<file path="config.mk">
export PLATFORM = sky130hd
export DESIGN_NAME = spsram_arbiter
export DESIGN_NICKNAME = d
export VERILOG_FILES = /design/src/rtl/spsram_arbiter_pkg.sv /design/src/rtl/spsram_rr_arb2.sv /design/src/rtl/spsram_arbiter.sv
export SDC_FILE = /design/constraint.sdc
export NUM_CORES = 1
export LEC_CHECK = 0
export CORE_ASPECT_RATIO = 2
export CORE_MARGIN = 1
export CORE_UTILIZATION = 39
export DETAILED_ROUTE_END_ITERATION = 8
export PLACE_DENSITY = 0.76
export SLEW_MARGIN = 20
export SYNTH_ARGS = -nofsm -noshare
export SYNTH_HDL_FRONTEND = slang
export SYNTH_SLANG_ARGS = --single-unit
export TNS_END_PERCENT = 100
</file>
<file path="constraint.sdc">
create_clock -name i_clk -period 1.75 [get_ports i_clk]
set_input_delay 0.35 -clock i_clk [delete_from_list [all_inputs] [get_ports i_clk]]
set_output_delay 0.35 -clock i_clk [all_outputs]
set_load 0.1 [all_outputs]
</file>
<file path="src/rtl/spsram_arbiter_pkg.sv">
// Shared constants and types for the two-requester single-port SRAM arbiter.
package spsram_arbiter_pkg;

    localparam int BW_DATA_DEF = 32;
    localparam int BW_ADDR_DEF = 5;

    localparam logic OWNER_A = 1'b0;
    localparam logic OWNER_B = 1'b1;

    // Cycles from grant to read-data valid at the requester.
    localparam int RD_LAT = 3;

    typedef struct packed {
        logic rd;
        logic owner;
    } tag_t;

endpackage

</file>
<file path="src/rtl/spsram_rr_arb2.sv">
// Two-way round-robin grant with a single pointer bit naming the preferred requester.
module spsram_rr_arb2
    import spsram_arbiter_pkg::*;
(
    input  logic i_clk,
    input  logic i_rst,
    input  logic i_a_req,
    input  logic i_b_req,
    output logic o_a_gnt,
    output logic o_b_gnt
);

    logic r_ptr;

    assign o_a_gnt = ~i_rst & i_a_req & (~i_b_req | (r_ptr == OWNER_A));
    assign o_b_gnt = ~i_rst & i_b_req & (~i_a_req | (r_ptr == OWNER_B));

    // After a grant the pointer moves to whoever was not granted.
    always_ff @(posedge i_clk) begin
        if (i_rst) begin
            r_ptr <= OWNER_A;
        end else if (o_a_gnt) begin
            r_ptr <= OWNER_B;
        end else if (o_b_gnt) begin
            r_ptr <= OWNER_A;
        end
    end

endmodule

</file>
<file path="src/rtl/spsram_arbiter.sv">
// Round-robin sequencer for one single-port SRAM shared by requesters A and B;
// registered SRAM command plus a two-stage tag pipeline routing read data back.
module spsram_arbiter
    import spsram_arbiter_pkg::*;
#(
    parameter int BW_DATA = BW_DATA_DEF,
    parameter int BW_ADDR = BW_ADDR_DEF
) (
    input  logic               i_clk,
    input  logic               i_rst,
    input  logic               i_a_req,
    input  logic               i_a_wen,
    input  logic [BW_ADDR-1:0] i_a_addr,
    input  logic [BW_DATA-1:0] i_a_data,
    output logic               o_a_gnt,
    output logic               o_a_rvalid,
    output logic [BW_DATA-1:0] o_a_rdata,
    input  logic               i_b_req,
    input  logic               i_b_wen,
    input  logic [BW_ADDR-1:0] i_b_addr,
    input  logic [BW_DATA-1:0] i_b_data,
    output logic               o_b_gnt,
    output logic               o_b_rvalid,
    output logic [BW_DATA-1:0] o_b_rdata,
    output logic [BW_DATA-1:0] o_mem_data,
    output logic [BW_ADDR-1:0] o_mem_addr,
    output logic               o_mem_wen,
    output logic               o_mem_cen,
    output logic               o_mem_oen,
    input  logic [BW_DATA-1:0] i_mem_data
);

    logic               w_a_gnt, w_b_gnt, w_gnt, w_wen;
    logic [BW_ADDR-1:0] w_addr;
    logic [BW_DATA-1:0] w_data;

    logic               r_cen, r_wen, r_oen;
    logic [BW_ADDR-1:0] r_addr;
    logic [BW_DATA-1:0] r_data;
    tag_t               r_tag1, r_tag2;
    logic               r_a_rvalid, r_b_rvalid;
    logic [BW_DATA-1:0] r_a_rdata, r_b_rdata;

    spsram_rr_arb2 u_arb (
        .i_clk   (i_clk),
        .i_rst   (i_rst),
        .i_a_req (i_a_req),
        .i_b_req (i_b_req),
        .o_a_gnt (w_a_gnt),
        .o_b_gnt (w_b_gnt)
    );

    assign w_gnt  = w_a_gnt | w_b_gnt;
    assign w_wen  = w_b_gnt ? i_b_wen  : i_a_wen;
    assign w_addr = w_b_gnt ? i_b_addr : i_a_addr;
    assign w_data = w_b_gnt ? i_b_data : i_a_data;

    always_ff @(posedge i_clk) begin
        if (i_rst) begin
            r_cen      <= 1'b0;
            r_wen      <= 1'b0;
            r_oen      <= 1'b0;
            r_addr     <= '0;
            r_data     <= '0;
            r_tag1     <= '0;
            r_tag2     <= '0;
            r_a_rvalid <= 1'b0;
            r_b_rvalid <= 1'b0;
            r_a_rdata  <= '0;
            r_b_rdata  <= '0;
        end else begin
            r_cen <= w_gnt;
            r_wen <= w_gnt & w_wen;
            r_oen <= w_gnt & ~w_wen;
            if (w_gnt) begin
                r_addr <= w_addr;
                r_data <= w_data;
            end
            r_tag1.rd    <= w_gnt & ~w_wen;
            r_tag1.owner <= w_b_gnt ? OWNER_B : OWNER_A;
            // Stage 2 lines up with i_mem_data from the stage-1 command.
            r_tag2     <= r_tag1;
            r_a_rvalid <= r_tag2.rd & (r_tag2.owner == OWNER_A);
            r_b_rvalid <= r_tag2.rd & (r_tag2.owner == OWNER_B);
            if (r_tag2.rd && r_tag2.owner == OWNER_A) r_a_rdata <= i_mem_data;
            if (r_tag2.rd && r_tag2.owner == OWNER_B) r_b_rdata <= i_mem_data;
        end
    end

    assign o_a_gnt    = w_a_gnt;
    assign o_b_gnt    = w_b_gnt;
    assign o_mem_cen  = r_cen;
    assign o_mem_wen  = r_wen;
    assign o_mem_oen  = r_oen;
    assign o_mem_addr = r_addr;
    assign o_mem_data = r_data;
    assign o_a_rvalid = r_a_rvalid;
    assign o_b_rvalid = r_b_rvalid;
    assign o_a_rdata  = r_a_rdata;
    assign o_b_rdata  = r_b_rdata;

endmodule

</file>
==> flow_summary_export.csv <==
group,metric,value,unit
global_route,antenna_found_initial,0,
min_path,hold_start,"r_tag1[0]",
sta,drv_slew,0,
final_layout,fin_cells,836,
placement,dp.final_hpwl,11.2,mm
clock_network,path_clk_slew,70,ps
global_route,grtUsageTotal,27.3,%
sta,rsz0062_at_grt,"no",
clock_network,postCtsHoldBufs,0,
drt,via_per_inst,5.35,
power,leakagePower,3.11,nW
die,fp.dieArea,11200,sq um
clock_network,cts_root_buf,"clkbuf_16",
sta,post-route-period-util,97.6,%
final_layout,fin_nets,807,
clock_network,cts_tree,"done",
synth,synth.area.mux_share,0,%
synth,synth_edf_count,0,
power,finalPower,6.46,mW
drt,vias,4473,
die,core,10500,sq um
die,initial_utilization,40.0,%
placement,dp.cells,818,
global_route,grt_pass1_vias,4742,
job,maxCapViolations,0,
power,clockPowerShare,28.8,%
synth,ys_types,23,
synth,synth.avg_cell_area,8.72,sq um
global_route,grt_max_degree,47,
clock_network,ctsLongestPathBuffers,2,
critical_path,ff2ff_setup_slack,320,ps
die,row_count,53,
final_layout,layout-drive-gt1-share,23.3,%
synth,synth_top_area_share,52.5,%
sta,worst_pin_slew,684,ps
synth,yosysWarningCount,0,
critical_path,crit_path_start_kind,"register",
sta,fin_tns_setup,0,ps
sta,finClkSkew,7.34,ps
critical_path,rr_startpoint,"u_arb.r_ptr",
power,power_frac_seq,42.3,%
synth,yosys.area_share.adder,0,%
power,p_sw,2.11,mW
sta,finalSetupViolCount,0,
clock_network,cts_buffers,9,
synth,seq_area_frac_synth,52.5,%
clock_network,cts_num_sinks,110,
sta,slew_headroom,53.2,%
synth,synth-async-reset-ratio,0,%
final_layout,fin_area,8060,sq um
placement,finalWeightedCongestion,0.784,
die,io-pin-count,220,
drt,drc_errors,0,
synth,synth_simple_gate_area_share,14.1,%
final_layout,diodes,0,
die,die_y,149,microns
drt,initialDrtViolationCount,274,
synth,synth_compound_area_share,24.8,%
power,p_int,4.35,mW
synth,syn-num-nets,593,
drt,dr.pass1.iters,5,
sta,final-hold-violation-count,0,
placement,port_buffers,219,
power,switching_share,32.7,%
critical_path,cp_max_fo,3,
synth,synth_top_family_by_area,"compound AO/OA/AOI/OAI gates",
clock_network,clkLatencyLatePin,330,ps
global_route,overflow,0,
synth,yosysMostFrequentCell,"nand2_1",
critical_path,worstPathRequired,1400,ps
placement,preCtsSetupSlack,-207,ps
synth,synth.cell_area,4190,sq um
global_route,grt_pass1_wl,22.9,mm
critical_path,crit_start,"u_arb.r_ptr",
final_layout,syn2layout_area_growth,92.3,%
synth,syn_inst,481,
drt,routedWlPerCell,18.1,microns
critical_path,arrival,1360,ps
outcome,outcome,"finished, final reports clean",
power,combPwrFrac,28.9,%
die,die_w,75.3,microns
final_layout,seq_area,2200,sq um
sta,max_freq,586,MHz
drt,drt-total-wl,15.1,mm
synth,synth_xor_area_share,0,%
placement,place_area,7700,sq um
synth,synth_common_cells,"nand2_1, dfxtp_1, a21oi_1",
synth,ys_seq_elements,110,
critical_path,crit_type,"register to primary output",
sta,fin_crit,1710,ps
final_layout,multi_input_comb_area,1660,sq um
drt,antenna_left,0,
synth,synth_area_leaders,"dfxtp_1, nand2_1, a221o_1",
critical_path,end_kind,"primary output",
final_layout,final_util,76.9,%
min_path,hold_class,"register to register",
clock_network,cts_htree_levels,3,
final_layout,nFillCells,703,
sta,hold_ws,457,ps
sta,fin_ws,42.4,ps
synth,yosys.area.top_type,"dfxtp_1",
power,p_per_area,802,nW/um^2
synth,synth_ff_type,"dfxtp_1",
power,ir_worst_vdd,543,uV
-- routing by layer --
metal,up-vias,track usage [%],wire [microns]
met3,43,6.03,917
met1,2111,25.4,4750
met2,222,51.5,8760
li1,2097,-,-
met5,-,0,0
met4,0,15.5,701
-- layout make-up --
cell class	count	share of cell area [%]
Clock inverter	6	0.574
Multi-Input combinational cell	288	20.6
Sequential cell	110	27.3
Timing Repair Buffer	248	44.8
Clock buffer	9	2.79
Inverter	38	1.77
Tap cell	137	2.13
-- kinds of logic (layout without fill, tap and decap cells) --
group / Yosys count / count (layout)
flip-flops: 110 / 110
AO/OA/AOI/OAI: 142 / 142
AND/OR/NAND/NOR: 146 / 146
buffers and inverters: 83 / 301
-- cells in the final DEF, fill, tap and decap left out, drive strengths merged --
cell and count:
inv 40, dlymetal6s2s 1, nand2 129, or3b 1, o21ai 1, clkbuf 10, nor3 1, nor2 6
a221o 37, and3 1, and2 2, o21a 1, dfxtp 110, a21boi 1, a21oi 65, nor2b 3
clkdlybuf4s50 108, and2b 1, clkinv 2, a2111oi 37, clkinvlp 2, dlygate4sd2 1, buf 137, nand2b 2
-- timing repair --
item | 4_1_cts | 5_1_grt
setup endpoints to repair | 2 | 2
pin swaps | 2 | 1
setup buffers | 0 | 2
gates cloned | 0 | 1
endpoints found under the hold margin | 0 | 0
gates resized for setup | 8 | 4
-- path summary, 6_finish.rpt --
path               end  cells past startpoint
min reg2reg  r_tag2[0]                      1
max            o_b_gnt                      3
max reg2reg  r_tag1[1]                      3
min          r_tag2[0]                      1
-- state kept, by name (all words and copies together), names as in the netlist --
signal and count:
o_mem_wen 1, r_tag1 2, u_arb.r_ptr 1, o_mem_addr 5, o_b_rdata 32, o_mem_data 32
o_b_rvalid 1, r_tag2 2, o_a_rvalid 1, o_a_rdata 32, o_mem_cen 1
-- power groups by stage --
| stage | combinational, mW | clock, mW | sequential [mW] |
|---|---|---|---|
| 3_5_place_dp | 1.83 | 0 | 2.78 |
| 6_report | 1.87 | 1.86 | 2.74 |
| 2_1_floorplan | 0.272 | 0 | 3.46 |
| 5_1_grt | 1.92 | 2.02 | 2.75 |
| 4_1_cts | 1.84 | 1.90 | 2.73 |
| 3_3_place_gp | 1.80 | 0 | 2.78 |
-- worst max-delay path, stage by stage (launching register included) --
cell	delay, ps
dfxtp_2	390
and2b_2	270
nor2_4	160
buf_12	200
Power figures use the tool's default switching activity.
